==> config.mk <==
export PLATFORM = sky130hd
export DESIGN_NAME = divide_32bit_seq
export DESIGN_NICKNAME = d
export VERILOG_FILES = /design/src/rtl/divide_32bit_seq_pkg.sv /design/src/rtl/subtract_32bit.sv /design/src/rtl/divide_32bit_seq.sv
export SDC_FILE = /design/constraint.sdc
export NUM_CORES = 1
export LEC_CHECK = 0
export BUFFER_PORTS_ARGS = -buffer_cell sky130_fd_sc_hd__buf_2
export CORE_MARGIN = 2
export CORE_UTILIZATION = 60
export DETAILED_ROUTE_END_ITERATION = 8
export PLACE_DENSITY = 0.81
export SKIP_LAST_GASP = 1
export SYNTH_ARGS = -nofsm -noshare
export SYNTH_HDL_FRONTEND = slang
export SYNTH_SLANG_ARGS = --single-unit
==> constraint.sdc <==
create_clock -name CLK -period 5 [get_ports CLK]
set_input_delay 0.5 -clock CLK [delete_from_list [all_inputs] [get_ports CLK]]
set_output_delay 0.5 -clock CLK [all_outputs]
set_load 0.05 [all_outputs]
==> src/rtl/divide_32bit_seq_pkg.sv <==
// Shared constants and state encoding for the sequential 32/32 unsigned divider.
package divide_32bit_seq_pkg;

  typedef enum logic [1:0] {
    IDLE = 2'd0,
    RUN  = 2'd1,
    FIN  = 2'd2
  } div_state_t;

  localparam logic [4:0]  ITER_LAST     = 5'd31;
  localparam logic [31:0] DIVZ_QUOTIENT = 32'hFFFF_FFFF;

endpackage

==> src/rtl/subtract_32bit.sv <==
// 32-bit subtractor Z = X - Y - C_IN; C_OUT is the borrow out (set when X < Y + C_IN).
module subtract_32bit (
  input  logic [31:0] X,
  input  logic [31:0] Y,
  input  logic        C_IN,
  output logic [31:0] Z,
  output logic        C_OUT
);

  logic [32:0] diff;

  always_comb begin
    diff  = {1'b0, X} - {1'b0, Y} - {32'd0, C_IN};
    Z     = diff[31:0];
    C_OUT = diff[32];
  end

endmodule

==> src/rtl/divide_32bit_seq.sv <==
// Multi-cycle unsigned restoring divider: one quotient bit per cycle through a shared subtractor.
module divide_32bit_seq
  import divide_32bit_seq_pkg::*;
(
  input  logic        CLK,
  input  logic        RST_N,
  input  logic        START,
  input  logic [31:0] DIVIDEND,
  input  logic [31:0] DIVISOR,
  output logic        BUSY,
  output logic        DONE,
  output logic [31:0] QUOTIENT,
  output logic [31:0] REMAINDER,
  output logic        DIV_ZERO
);

  div_state_t  state_q, state_d;
  logic [31:0] a_q, a_d;
  logic [31:0] d_q, d_d;
  logic [31:0] p_q, p_d;
  logic [4:0]  cnt_q, cnt_d;
  logic [31:0] quot_q, quot_d;
  logic [31:0] rem_q, rem_d;
  logic        busy_q, busy_d;
  logic        done_q, done_d;
  logic        divz_q, divz_d;

  logic [31:0] shifted;
  logic [31:0] sub_z;
  logic        sub_borrow;
  logic        qbit;

  assign shifted = {p_q[30:0], a_q[31]};

  subtract_32bit u_sub (
    .X     (shifted),
    .Y     (d_q),
    .C_IN  (1'b0),
    .Z     (sub_z),
    .C_OUT (sub_borrow)
  );

  // A set P[31] means the true partial remainder is >= 2^32 > D, so the subtract must succeed.
  assign qbit = p_q[31] | ~sub_borrow;

  always_comb begin
    state_d = state_q;
    a_d     = a_q;
    d_d     = d_q;
    p_d     = p_q;
    cnt_d   = cnt_q;
    quot_d  = quot_q;
    rem_d   = rem_q;
    divz_d  = divz_q;

    unique case (state_q)
      IDLE: begin
        if (START) begin
          a_d   = DIVIDEND;
          d_d   = DIVISOR;
          p_d   = 32'd0;
          cnt_d = 5'd0;
          if (DIVISOR == 32'd0) begin
            state_d = FIN;
            quot_d  = DIVZ_QUOTIENT;
            rem_d   = DIVIDEND;
            divz_d  = 1'b1;
          end else begin
            state_d = RUN;
            divz_d  = 1'b0;
          end
        end
      end
      RUN: begin
        p_d   = qbit ? sub_z : shifted;
        a_d   = {a_q[30:0], qbit};
        cnt_d = cnt_q + 5'd1;
        if (cnt_q == ITER_LAST) begin
          state_d = FIN;
          quot_d  = a_d;
          rem_d   = p_d;
        end
      end
      FIN:     state_d = IDLE;
      default: state_d = IDLE;
    endcase

    busy_d = (state_d != IDLE);
    done_d = (state_d == FIN);
  end

  always_ff @(posedge CLK) begin
    if (!RST_N) begin
      state_q <= IDLE;
      a_q     <= 32'd0;
      d_q     <= 32'd0;
      p_q     <= 32'd0;
      cnt_q   <= 5'd0;
      quot_q  <= 32'd0;
      rem_q   <= 32'd0;
      busy_q  <= 1'b0;
      done_q  <= 1'b0;
      divz_q  <= 1'b0;
    end else begin
      state_q <= state_d;
      a_q     <= a_d;
      d_q     <= d_d;
      p_q     <= p_d;
      cnt_q   <= cnt_d;
      quot_q  <= quot_d;
      rem_q   <= rem_d;
      busy_q  <= busy_d;
      done_q  <= done_d;
      divz_q  <= divz_d;
    end
  end

  assign BUSY      = busy_q;
  assign DONE      = done_q;
  assign QUOTIENT  = quot_q;
  assign REMAINDER = rem_q;
  assign DIV_ZERO  = divz_q;

endmodule

==> flow_summary.ini <==
[cells_and_area]
multi_input_logic_area_um2 = 4870
final_util_pct = 69.5
syn2layout_area_growth_pct = 14.1
antenna-diode-count = 0
sequential_cell_area_um2 = 3400
layout-drive-gt1-share_pct = 17.2
mostFrequentLayoutCell = sky130_fd_sc_hd__nand2_1
design.final.nets = 1308
filler_cell_count = 1228
mostFrequentLayoutCells = 203 x sky130_fd_sc_hd__nand2_1, 170 x sky130_fd_sc_hd__dfxtp_1, 133 x sky130_fd_sc_hd__buf_2, 86 x sky130_fd_sc_hd__a21oi_1, 77 x sky130_fd_sc_hd__nor2_1

[global_routing]
grt_remaining_overflow = 0
initial_antenna_violation_count = 0
grt_pass1_vias = 8014
grt_max_degree = 92
grt_first_pass_wirelength_um = 39100
globalRouteTotalUtil_pct = 30.8

[synth]
synthFlopType = sky130_fd_sc_hd__dfxtp_1
yosys.cell_types.count = 69
yosysSeqAreaShare_pct = 38.7
synth_edf_count = 0
async_flop_share_pct = 0
synth-warning-count = 0
synthCells = 1129
synth.net_count = 1231
yosys_register_bits = 170
syn-cell-area_um2 = 8790
synth.avg_cell_area_um2 = 7.78

[pwr]
peakVddDrop_v = 0.000496
pwr_density_cell_nw_per_um2 = 626
power_leakage_nw = 4.29

[critical_path]
list_of_cells_traversed_by_the_critical_path = inv_1 -> ha_1 -> fa_1 -> nand2b_1 -> a21oi_1 -> o211ai_1 -> a211oi_1 -> o2111ai_2 -> nand2_2 -> mux2i_1 -> a21oi_1 -> a31o_1
timing.critical_path.required_ns = 5.32
cp_max_fo = 39
cpPeakStageDelay_ns = 0.68
timing_worst_setup_path_type = flop to flop
cpLargestDelayFamily = compound AO/OA/AOI/OAI gates
crit_path_frequent_cell = sky130_fd_sc_hd__a21oi_1
worst-path-buf-inv = 1
timing.critical_path.slowest_stage_cell = sky130_fd_sc_hd__nand2_2
endpoint_arrival_time_on_the_critical_path_ns = 4.25
critPathLaunchType = flop
critical_path.endpoint_type = flop

[die]
top_level_ports = 134
vertical_extent_of_the_die_um = 125
design.core.area_um2 = 14400
fp.dieArea_um2 = 15600
die_width_um = 125
starting_density_of_the_core_pct = 60.9
placement_rows = 44

[sta]
hold_viol_final = 0
timing_worst_slew_pin_value_ns = 1.12
layout_min_cycle_time_ns = 3.93
final_min_period_over_clock_period_pct = 78.6
setup_viol_count_final = 0
relSlewSlack_pct = 25.2
rsz_0062_raised_after_global_routing = no
max_freq_ghz = 0.255
timing.clock.skew_ns = 0.00985
slew_viol_final = 0
setup_tns_ns = 0

[clock_tree]
cts_max_level = 4
cts_resized = 0
hold_buffers = 0
path_clk_slew_ns = 0.07
tritoncts.num_buffers = 17
clock_insertion_delay_worst_skew_ns = 0.43
post-cts-setup-buffer-count = 0
clock-root-buffer = sky130_fd_sc_hd__clkbuf_16
cts_max_path_buffers = 2
numClockSinks = 170
tritoncts = yes

[route]
drt-wirelength-per-cell_um = 17.3
dr_total_vias = 8582
detailedRoute.firstIterationViolations = 702
drtPass1Iterations = 5
postRouteAntennaNets = 0
wl_um = 24300
route.detailed.drc = 0
post_drt_via_cell_ratio = 6.12

[placement]
buffer_ports.inserted = 133
routabilityCongestion = 0.976
place_hpwl_um = 17000

[job]
max_cap_violations = 0

[outcome]
status = finished, final reports clean

[hold_path]
holdCritPathClass = primary input to flop
==> layer usage <==
| metal | part of all wire (%) | global-route usage, % |
|---|---|---|
| met1 | 40 | 37.2 |
| met5 | 0 | 0 |
| met3 | 6.2 | 5.61 |
| met4 | 4.2 | 14.1 |
| met2 | 50 | 53.3 |
==> flip-flops by register name, summed over array words and instances, names as in the netlist <==
signal and count:
p_q 32, BUSY 1, d_q 32, cnt_q 5, a_q 32, REMAINDER 32
DONE 1, DIV_ZERO 1, state_q 2, QUOTIENT 32
==> cell usage after synthesis (all sizes together) (7+ instances only) <==
library cell / number / share of area [%]
nor2b: 8 / 0.57
dfxtp: 170 / 39
buf: 14 / 1.2
and2: 10 / 0.73
clkbuf: 69 / 3.2
nor2: 78 / 3.3
o21ai: 73 / 4.2
a211oi: 11 / 0.94
nor4: 9 / 0.64
nand2: 204 / 8.7
ha: 34 / 4.8
a311oi: 7 / 0.70
nand3: 24 / 1.4
xnor2: 14 / 1.4
inv: 42 / 1.8
a31oi: 41 / 2.9
a21boi: 21 / 1.8
a21o: 16 / 1.4
nor3: 70 / 4.0
nand4: 11 / 0.78
xor2: 11 / 1.1
mux2: 15 / 1.9
and3: 7 / 0.54
a21oi: 87 / 5.0
o211ai: 12 / 1.0
==> cell type report <==
| type | instances | area share [%] |
|---|---|---|
| well taps | 184 | 2.30 |
| clock buffers | 20 | 4.66 |
| flip-flops and latches | 170 | 34.0 |
| multi-input cells | 834 | 48.6 |
| repair buffers | 141 | 7.37 |
| inverters | 42 | 1.57 |
| clock inverters | 12 | 1.52 |
==> final timing paths <==
check,startpoint,slack [ns],cells after the start,to
worst min register to register,REMAINDER[21]$_SDFFE_PN0P_,0.45,2,REMAINDER[21]$_SDFFE_PN0P_
worst max-delay path,a_q[31]$_SDFFE_PN0P_,1.07,12,REMAINDER[19]$_SDFFE_PN0P_
worst max register to register,a_q[31]$_SDFFE_PN0P_,1.07,12,REMAINDER[19]$_SDFFE_PN0P_
worst min-delay path,DIVISOR[7],0.31,3,d_q[7]$_SDFFE_PN0P_
==> power breakdown <==
part           internal [mW]  switching, mW  leakage (nW)
logic                   1.35           1.94          2.60
registers               1.48          0.131          1.38
clock network          0.792          0.585         0.299
==> through the flow <==
| stage | instance area [um2] | power [mW] | hold slack (ns) | setup slack [ns] | std cells |
|---|---|---|---|---|---|
| CTS | 10000 | 6.23 | 0.303 | 1.16 | 1403 |
| finish | 10000 | 6.27 | 0.310 | 1.07 | 1403 |
| global route | 10000 | 6.64 | 0.299 | 0.943 | 1403 |
| global placement | 9400 | 4.79 | 0.442 | 1.33 | 1371 |
| detailed placement | 9400 | 4.83 | 0.439 | 1.21 | 1371 |
| floorplan | 8790 | 4.30 | 0.436 | 2.12 | 1129 |
==> worst reg2reg max path, cell delays in order (launching register included) <==
cell and delay (ns):
sky130_fd_sc_hd__dfxtp_1 0.34, sky130_fd_sc_hd__inv_1 0.05, sky130_fd_sc_hd__ha_1 0.22, sky130_fd_sc_hd__fa_1 0.40, sky130_fd_sc_hd__nand2b_1 0.18, sky130_fd_sc_hd__a21oi_1 0.25, sky130_fd_sc_hd__o211ai_1 0.19, sky130_fd_sc_hd__a211oi_1 0.52
sky130_fd_sc_hd__o2111ai_2 0.27, sky130_fd_sc_hd__nand2_2 0.68, sky130_fd_sc_hd__mux2i_1 0.38, sky130_fd_sc_hd__a21oi_1 0.12, sky130_fd_sc_hd__a31o_1 0.23
==> kinds of logic (layout without fill, tap and decap cells) <==
kind of cell	after synthesis	count (layout)	share of synthesized area, %
buf+inv	125	215	6.19
mux	21	21	2.61
fa+ha+maj	35	35	5.07
simple gates	440	440	22.3
flops	170	170	38.7
compound gates	313	313	22.6
xor+xnor	25	25	2.49
Note: power is estimated with default switching activity, not from simulation.
